<file path="src/rtl/i2c_master_seq_if.sv">
// Register-bus and I2C pin bundle for i2c_master_seq; the CPU/bench side uses
// the master modport, the sequencer uses the slave modport.
interface i2c_master_seq_if;
    logic [2:0]  Addr;
    logic [15:0] DataWr;
    logic [15:0] DataRd;
    logic        En;
    logic        Wr;
    logic        Rd;
    logic        SdaOut;
    logic        SdaIn;
    logic        SclOut;
    logic        SclIn;

    modport slave (
        input  Addr, DataWr, En, Wr, Rd, SdaIn, SclIn,
        output DataRd, SdaOut, SclOut
    );

    modport master (
        output Addr, DataWr, En, Wr, Rd, SdaIn, SclIn,
        input  DataRd, SdaOut, SclOut
    );
endinterface

</file>
<file path="src/rtl/i2c_master_seq.sv">
// I2C master sequencer: START / byte write-read / STOP from one CTRL write, 4 phases of DIV+1 cycles each.
// Register reads are combinational; writes while busy are dropped; slave SCL stretching pauses phase P1.
module i2c_master_seq #(
    parameter logic [15:0] DIV_RESET = 16'd124
) (
    input  logic             Clk,
    input  logic             Reset,
    i2c_master_seq_if.slave  bus
);
    typedef enum logic [1:0] {S_IDLE, S_START, S_BYTE, S_STOP} state_t;

    state_t      r_state, w_state_nx;
    logic [1:0]  r_phase, w_phase_nx;
    logic [15:0] r_cnt, w_cnt_nx;
    logic [3:0]  r_bit, w_bit_nx;
    logic        r_do_rw, w_do_rw_nx;
    logic        r_do_stop, w_do_stop_nx;
    logic        r_is_read, w_is_read_nx;
    logic        r_ack_out, w_ack_out_nx;
    logic [7:0]  r_tx, w_tx_nx;
    logic [7:0]  r_rx, w_rx_nx;
    logic [15:0] r_div, w_div_nx;
    logic        r_done, w_done_nx;
    logic        r_rxack, w_rxack_nx;
    logic        r_sda, w_sda_nx;
    logic        r_scl, w_scl_nx;
    logic        w_busy, w_wr, w_last, w_enter;
    logic [2:0]  w_tx_idx;
    logic        w_unused;

    assign w_busy   = (r_state != S_IDLE);
    assign w_wr     = bus.Wr & bus.En & ~w_busy;
    assign w_last   = (r_cnt == r_div);
    assign w_tx_idx = 3'd7 - w_bit_nx[2:0];
    assign w_unused = bus.Rd;

    assign bus.SdaOut = r_sda;
    assign bus.SclOut = r_scl;

    always_comb begin
        bus.DataRd = 16'h0000;
        case (bus.Addr)
            3'd0:    bus.DataRd = {13'h0, r_done, r_rxack, w_busy};
            3'd1:    bus.DataRd = {8'h0, r_tx};
            3'd2:    bus.DataRd = {8'h0, r_rx};
            3'd3:    bus.DataRd = r_div;
            default: bus.DataRd = 16'h0000;
        endcase
    end

    always_comb begin
        w_state_nx   = r_state;
        w_phase_nx   = r_phase;
        w_cnt_nx     = r_cnt;
        w_bit_nx     = r_bit;
        w_do_rw_nx   = r_do_rw;
        w_do_stop_nx = r_do_stop;
        w_is_read_nx = r_is_read;
        w_ack_out_nx = r_ack_out;
        w_tx_nx      = r_tx;
        w_rx_nx      = r_rx;
        w_div_nx     = r_div;
        w_done_nx    = r_done;
        w_rxack_nx   = r_rxack;
        w_sda_nx     = r_sda;
        w_scl_nx     = r_scl;
        w_enter      = 1'b0;

        if (w_wr) begin
            case (bus.Addr)
                3'd0: begin
                    w_done_nx = 1'b0;
                    if (|bus.DataWr[3:0]) begin
                        w_do_rw_nx   = bus.DataWr[1] | bus.DataWr[3];
                        w_do_stop_nx = bus.DataWr[2];
                        w_is_read_nx = bus.DataWr[3] & ~bus.DataWr[1];
                        w_ack_out_nx = bus.DataWr[4];
                        w_state_nx   = bus.DataWr[0] ? S_START :
                                       (w_do_rw_nx ? S_BYTE : S_STOP);
                        w_phase_nx   = 2'd0;
                        w_cnt_nx     = 16'd0;
                        w_bit_nx     = 4'd0;
                        w_enter      = 1'b1;
                    end
                end
                3'd1:    w_tx_nx  = bus.DataWr[7:0];
                3'd3:    w_div_nx = bus.DataWr;
                default: ;
            endcase
        end else if (w_busy) begin
            // A slave holding SCL low keeps P1 from timing out
            if (r_phase == 2'd1 && !bus.SclIn) begin
                w_cnt_nx = 16'd0;
            end else if (!w_last) begin
                w_cnt_nx = r_cnt + 16'd1;
            end else begin
                w_cnt_nx = 16'd0;
                w_enter  = 1'b1;
                if (r_state == S_BYTE && r_phase == 2'd2) begin
                    if (r_bit != 4'd8) begin
                        if (r_is_read)
                            w_rx_nx = {r_rx[6:0], bus.SdaIn};
                    end else if (!r_is_read) begin
                        w_rxack_nx = bus.SdaIn;
                    end
                end
                if (r_phase != 2'd3) begin
                    w_phase_nx = r_phase + 2'd1;
                end else begin
                    w_phase_nx = 2'd0;
                    case (r_state)
                        S_START: begin
                            w_bit_nx   = 4'd0;
                            w_state_nx = r_do_rw ? S_BYTE : (r_do_stop ? S_STOP : S_IDLE);
                        end
                        S_BYTE: begin
                            if (r_bit != 4'd8)
                                w_bit_nx = r_bit + 4'd1;
                            else
                                w_state_nx = r_do_stop ? S_STOP : S_IDLE;
                        end
                        default: w_state_nx = S_IDLE;
                    endcase
                    if (w_state_nx == S_IDLE)
                        w_done_nx = 1'b1;
                end
            end
        end

        // Pins are set once, on the edge that enters a phase
        if (w_enter) begin
            case (w_state_nx)
                S_START: begin
                    case (w_phase_nx)
                        2'd0:    w_sda_nx = 1'b0;
                        2'd1:    w_scl_nx = 1'b0;
                        2'd2:    w_sda_nx = 1'b1;
                        default: w_scl_nx = 1'b1;
                    endcase
                end
                S_BYTE: begin
                    case (w_phase_nx)
                        2'd0: begin
                            w_scl_nx = 1'b1;
                            if (w_bit_nx == 4'd8)
                                w_sda_nx = w_is_read_nx ? ~w_ack_out_nx : 1'b0;
                            else
                                w_sda_nx = w_is_read_nx ? 1'b0 : ~r_tx[w_tx_idx];
                        end
                        2'd1:    w_scl_nx = 1'b0;
                        2'd3:    w_scl_nx = 1'b1;
                        default: ;
                    endcase
                end
                S_STOP: begin
                    case (w_phase_nx)
                        2'd0: begin
                            w_scl_nx = 1'b1;
                            w_sda_nx = 1'b1;
                        end
                        2'd1:    w_scl_nx = 1'b0;
                        2'd2:    w_sda_nx = 1'b0;
                        default: ;
                    endcase
                end
                default: ;
            endcase
        end
    end

    always_ff @(posedge Clk) begin
        if (!Reset) begin
            r_state   <= S_IDLE;
            r_phase   <= 2'd0;
            r_cnt     <= 16'd0;
            r_bit     <= 4'd0;
            r_do_rw   <= 1'b0;
            r_do_stop <= 1'b0;
            r_is_read <= 1'b0;
            r_ack_out <= 1'b0;
            r_tx      <= 8'h00;
            r_rx      <= 8'h00;
            r_div     <= DIV_RESET;
            r_done    <= 1'b0;
            r_rxack   <= 1'b0;
            r_sda     <= 1'b0;
            r_scl     <= 1'b0;
        end else begin
            r_state   <= w_state_nx;
            r_phase   <= w_phase_nx;
            r_cnt     <= w_cnt_nx;
            r_bit     <= w_bit_nx;
            r_do_rw   <= w_do_rw_nx;
            r_do_stop <= w_do_stop_nx;
            r_is_read <= w_is_read_nx;
            r_ack_out <= w_ack_out_nx;
            r_tx      <= w_tx_nx;
            r_rx      <= w_rx_nx;
            r_div     <= w_div_nx;
            r_done    <= w_done_nx;
            r_rxack   <= w_rxack_nx;
            r_sda     <= w_sda_nx;
            r_scl     <= w_scl_nx;
        end
    end
endmodule

</file>
<file path="src/flat_wrapper.sv">
// flat-port wrapper written by rule: the top's interface ports become plain ports
module i2c_master_seq_flat 
#(
    parameter logic [15:0] DIV_RESET = 16'd124
)
  (Clk, Reset, bus_Addr, bus_DataWr, bus_En, bus_Wr, bus_Rd, bus_SdaIn, bus_SclIn, bus_DataRd, bus_SdaOut, bus_SclOut);
  i2c_master_seq_if bus_i ();
  input  logic Clk;
  input  logic Reset;
  input wire logic [$bits(bus_i.Addr)-1:0] bus_Addr;
  input wire logic [$bits(bus_i.DataWr)-1:0] bus_DataWr;
  input wire logic [$bits(bus_i.En)-1:0] bus_En;
  input wire logic [$bits(bus_i.Wr)-1:0] bus_Wr;
  input wire logic [$bits(bus_i.Rd)-1:0] bus_Rd;
  input wire logic [$bits(bus_i.SdaIn)-1:0] bus_SdaIn;
  input wire logic [$bits(bus_i.SclIn)-1:0] bus_SclIn;
  output wire logic [$bits(bus_i.DataRd)-1:0] bus_DataRd;
  output wire logic [$bits(bus_i.SdaOut)-1:0] bus_SdaOut;
  output wire logic [$bits(bus_i.SclOut)-1:0] bus_SclOut;
  assign bus_i.Addr = bus_Addr;
  assign bus_i.DataWr = bus_DataWr;
  assign bus_i.En = bus_En;
  assign bus_i.Wr = bus_Wr;
  assign bus_i.Rd = bus_Rd;
  assign bus_i.SdaIn = bus_SdaIn;
  assign bus_i.SclIn = bus_SclIn;
  assign bus_DataRd = bus_i.DataRd;
  assign bus_SdaOut = bus_i.SdaOut;
  assign bus_SclOut = bus_i.SclOut;
  i2c_master_seq #(.DIV_RESET(DIV_RESET)) u_core (.Clk(Clk), .Reset(Reset), .bus(bus_i));
endmodule
</file>
<file path="config.mk">
export PLATFORM = sky130hd
export DESIGN_NAME = i2c_master_seq_flat
export DESIGN_NICKNAME = d
export VERILOG_FILES = /design/src/rtl/i2c_master_seq_if.sv /design/src/rtl/i2c_master_seq.sv /design/src/flat_wrapper.sv
export SDC_FILE = /design/constraint.sdc
export NUM_CORES = 1
export LEC_CHECK = 0
export ABC_CLOCK_PERIOD_IN_PS = 3660
export CORE_ASPECT_RATIO = 1.1
export CORE_UTILIZATION = 41
export CTS_BUF_LIST = sky130_fd_sc_hd__clkbuf_4 sky130_fd_sc_hd__clkbuf_8 sky130_fd_sc_hd__clkbuf_16
export DETAILED_ROUTE_END_ITERATION = 10
export GPL_ROUTABILITY_DRIVEN = 0
export MAX_ROUTING_LAYER = met4
export PLACE_DENSITY = 0.66
export SETUP_SLACK_MARGIN = 0.1
export SLEW_MARGIN = 20
export SYNTH_ARGS = -nofsm -noshare
export SYNTH_HDL_FRONTEND = slang
export SYNTH_SLANG_ARGS = --single-unit
</file>
<file path="constraint.sdc">
create_clock -name Clk -period 3.66 [get_ports Clk]
set_clock_uncertainty 0.15 [all_clocks]
set_input_delay 0.732 -clock Clk [delete_from_list [all_inputs] [get_ports Clk]]
set_output_delay 0.732 -clock Clk [all_outputs]
set_load 0.03 [all_outputs]
</file>
==> run summary <==
Data on the critical path is required at its endpoint by 2.78 ns. Cells with a size suffix above 1 make up 18.2% of the layout. The routed length per placed instance works out to 15.4 um. When the netlist entered floorplanning its net count stood at 473.

In this run the static leakage power is 1.81 nW. The distinct cell type count of the synthesized netlist is 50, and the gate count after technology mapping is 435. Measured along the x axis, the die boundary spans 90.8 um. After detailed routing, the number of remaining DRC violations is 0.

The tools report the number of ports placed on the die boundary as 44. The die area is 9050 um^2, and the average cell area after synthesis is 8.17 um^2. The number of global-route vias before repair was 3,234. In the layout the commonest cells are 64 x sky130_fd_sc_hd__dfxtp_1, 63 x sky130_fd_sc_hd__nor2_1, 58 x sky130_fd_sc_hd__nand2_1. The number of enable-type register cells in the synthesized netlist came out at 0. The tools report the half-perimeter wire length after placement as 7290 um. The first global-routing pass estimated 15,400 um of wire. The count of final max-slew check failures was 0. Sorting the synthesized cells by area gives the leading types as sky130_fd_sc_hd__dfxtp_1 36%, sky130_fd_sc_hd__nor2_1 6.7%, sky130_fd_sc_hd__mux2i_1 6.2%. Using the TritonRoute via totals, the vias-per-cell ratio works out to 5.37. The tools report the root buffer cell as sky130_fd_sc_hd__clkbuf_8. The path category of the worst min-delay check was reg2reg.

The final layout contains 550 nets. The H-tree generated during clock tree synthesis spans 3 levels. After routing, the total negative slack on setup checks comes to 0 ns. Clock-pin slew was measured on the worst setup and hold paths at 0.08 ns. The post-synthesis instance area is 3560 um^2, and the share of the synthesized area in the top cell type is 36.0%. The tools report the clock network fraction of design power as 46.7%. By startpoint and endpoint, the worst setup path is classified as in2out.

For the internal power summed over all cells, the log shows 0.00126 W. The commonest register cell after synthesis is sky130_fd_sc_hd__dfxtp_1. The final hold violation count was 0. From bottom edge to top edge, the die measures 99.7 um.

The first routing iteration left 108 violations. The net switching share of the total power works out to 23.3%. The logs give 9 for the total clock buffers created by CTS and 8410 um^2 for the area inside the core boundary. The flow ran to the end, and the final reports show no timing, DRC or antenna violations.

The clock latency of the later-clocked register in the worst-skew pair came out at 0.34 ns. Summed over all nets, the switching power comes to 0.000384 W. Across the run, the number of max-cap violations was 0. For this run, the top clock speed supported by timing is 286 MHz. VDD sags by at most 0.279 mV. The design draws 0.00165 W. Yosys printed 0 warnings.

For this configuration, the core starts out at a cell density of 42.3%. The post-synthesis sequential element count is 64, and the leftover overflow at the end of global routing is 0. The area added between synthesis and finish is 28.8%, and the combinational power share is 9.9%. In the synthesized netlist the async set-or-reset flop fraction comes to 0%. Most area-hungry cell type in the Yosys netlist: sky130_fd_sc_hd__dfxtp_1. Along the worst path, the maximum fanout reaches 8. Dividing total power by cell area gives a power density of 359 nW/um^2. For the pin with the worst max-slew slack, the measured transition is 0.618 ns. The clock period could shrink to 3.49 ns.

Setup repair after global routing left no endpoint under its margin. The number of iterations in the first detailed-routing pass is 4, and the sequential group share of total power is 43.4%. The tools report the initial antenna violation count as 0. STA classifies the critical path endpoint as an output port.

Setup violations remaining at the end of the flow were counted as 0. The share of the yosys chip area belonging to registers is 36.0%. In this run the remaining antenna-violating nets after routing total 0.

The clock passes through at most 2 buffers. Across every metal layer, demand over resource in global routing totals 22.5%. Leaving out fill and tap cells, the most frequent cell in the layout is sky130_fd_sc_hd__dfxtp_1. In this run the register-to-register setup slack is 0.33 ns. Dividing the final minimum period by the clock period gives 95.4%. The tools report the total number of clock tree sinks as 64. The number of antenna diodes in the final layout is 0. Summing over every cut layer, the via total after detailed routing is 3,371. The pin count of the biggest net entering global routing is 22, and the worst relative slew slack is 58.6%. STA classifies the critical path startpoint as an input pin. The count of buffers inserted at the top-level ports is 42. The critical path arrival was 2.61 ns. The logs give 9650 um for the detailed-route wire length and 35 for the site row count. TritonCTS built the clock tree.
-- registers in the layout (all words and copies together) (netlist names) --
| name | flops |
|---|---|
| u_core.r_ack_out | 1 |
| u_core.r_phase | 2 |
| u_core.r_done | 1 |
| u_core.bus.SclOut | 1 |
| u_core.r_tx | 8 |
| u_core.r_is_read | 1 |
| u_core.bus.SdaOut | 1 |
| u_core.r_bit | 4 |
| u_core.r_div | 16 |
| u_core.r_do_rw | 1 |
| u_core.r_rxack | 1 |
| u_core.r_state | 2 |
| u_core.r_cnt | 16 |
| u_core.r_rx | 8 |
| u_core.r_do_stop | 1 |
-- final timing paths --
kind,endpoint,from,depth (start not counted)
worst max register to register,u_core.bus.SclOut$_SDFFE_PN0P_,u_core.r_cnt[7]$_SDFFE_PN0P_,14
worst max-delay path,bus_DataRd[0],bus_Addr[1],5
worst min register to register,u_core.bus.SclOut$_SDFFE_PN0P_,u_core.bus.SclOut$_SDFFE_PN0P_,2
worst min-delay path,u_core.bus.SclOut$_SDFFE_PN0P_,u_core.bus.SclOut$_SDFFE_PN0P_,2
-- per-stage QoR --
step | instance area (um^2) | hold slack, ns | worst slack, ns | instances | util, %
after floorplan | 3560 | 0.305 | 0.597 | 435 | -
after global routing | 4580 | 0.336 | 0.121 | 628 | 54.5
after detailed placement | 4330 | 0.302 | -0.0587 | 612 | 51.5
final | 4580 | 0.316 | 0.167 | 628 | 54.5
after global placement | 4330 | 0.312 | 0.0345 | 612 | 51.5
after CTS | 4580 | 0.317 | 0.108 | 628 | 54.4
-- worst max-delay path: stages --
cell and delay [ns]:
sky130_fd_sc_hd__clkdlybuf4s50_1 0.46, sky130_fd_sc_hd__buf_4 0.17, sky130_fd_sc_hd__mux4_2 0.52, sky130_fd_sc_hd__nor2b_1 0.15, sky130_fd_sc_hd__clkdlybuf4s50_1 0.58
-- power groups by stage --
stage	sequential, W	clock [W]	combinational (W)
final	0.000714	0.000769	0.000163
after global routing	0.000715	0.000807	0.000174
after CTS	0.000714	0.000774	0.000163
after detailed placement	0.000730	0	0.000161
after global placement	0.000730	0	0.000159
after floorplan	0.000729	0	0.0000797
-- layer usage --
layer	vias up	routed length [um]	track usage, %	share of wire, %
met5	-	0	-	0
li1	1656	-	-	-
met3	17	404	4.05	4.2
met4	0	182	9.65	1.9
met1	1626	4210	25.9	44
met2	72	4860	38.5	50
-- kinds of logic (layout without fill, tap and decap cells) --
group | after synthesis | count (layout) | share of synthesized area [%]
compound gates | 61 | 61 | 11.8
xor+xnor | 28 | 28 | 6.90
fa+ha+maj | 12 | 12 | 4.22
buf+inv | 39 | 121 | 4.29
flops | 64 | 64 | 36.0
mux | 32 | 32 | 10.3
simple gates | 199 | 199 | 26.5
-- Yosys cell counts, types with 11 or more instances --
library cell               instances
sky130_fd_sc_hd__a21oi_1          21
sky130_fd_sc_hd__and2_1           12
sky130_fd_sc_hd__clkbuf_1         13
sky130_fd_sc_hd__dfxtp_1          64
sky130_fd_sc_hd__ha_1             12
sky130_fd_sc_hd__inv_1            21
sky130_fd_sc_hd__mux2i_1          22
sky130_fd_sc_hd__nand2_1          58
sky130_fd_sc_hd__nand3_1          16
sky130_fd_sc_hd__nand4_1          11
sky130_fd_sc_hd__nor2_1           63
sky130_fd_sc_hd__xnor2_1          21
-- what timing repair did --
| item | CTS | global route |
|---|---|---|
| hold buffers | 0 | 0 |
| resized for setup | 0 | 1 |
| setup endpoints to repair | 0 | 1 |
| buffers inserted | 0 | 0 |
-- layout make-up --
cell class                      instances  area [um^2]
Fill cell                             815         3830
Clock buffer                           11          145
Inverter                               21         78.8
Multi-Input combinational cell        332         2130
Sequential cell                        64         1280
Tap cell                              111          139
Timing Repair Buffer                   84          706
Clock inverter                          5          104
Power figures use the tool's default switching activity.
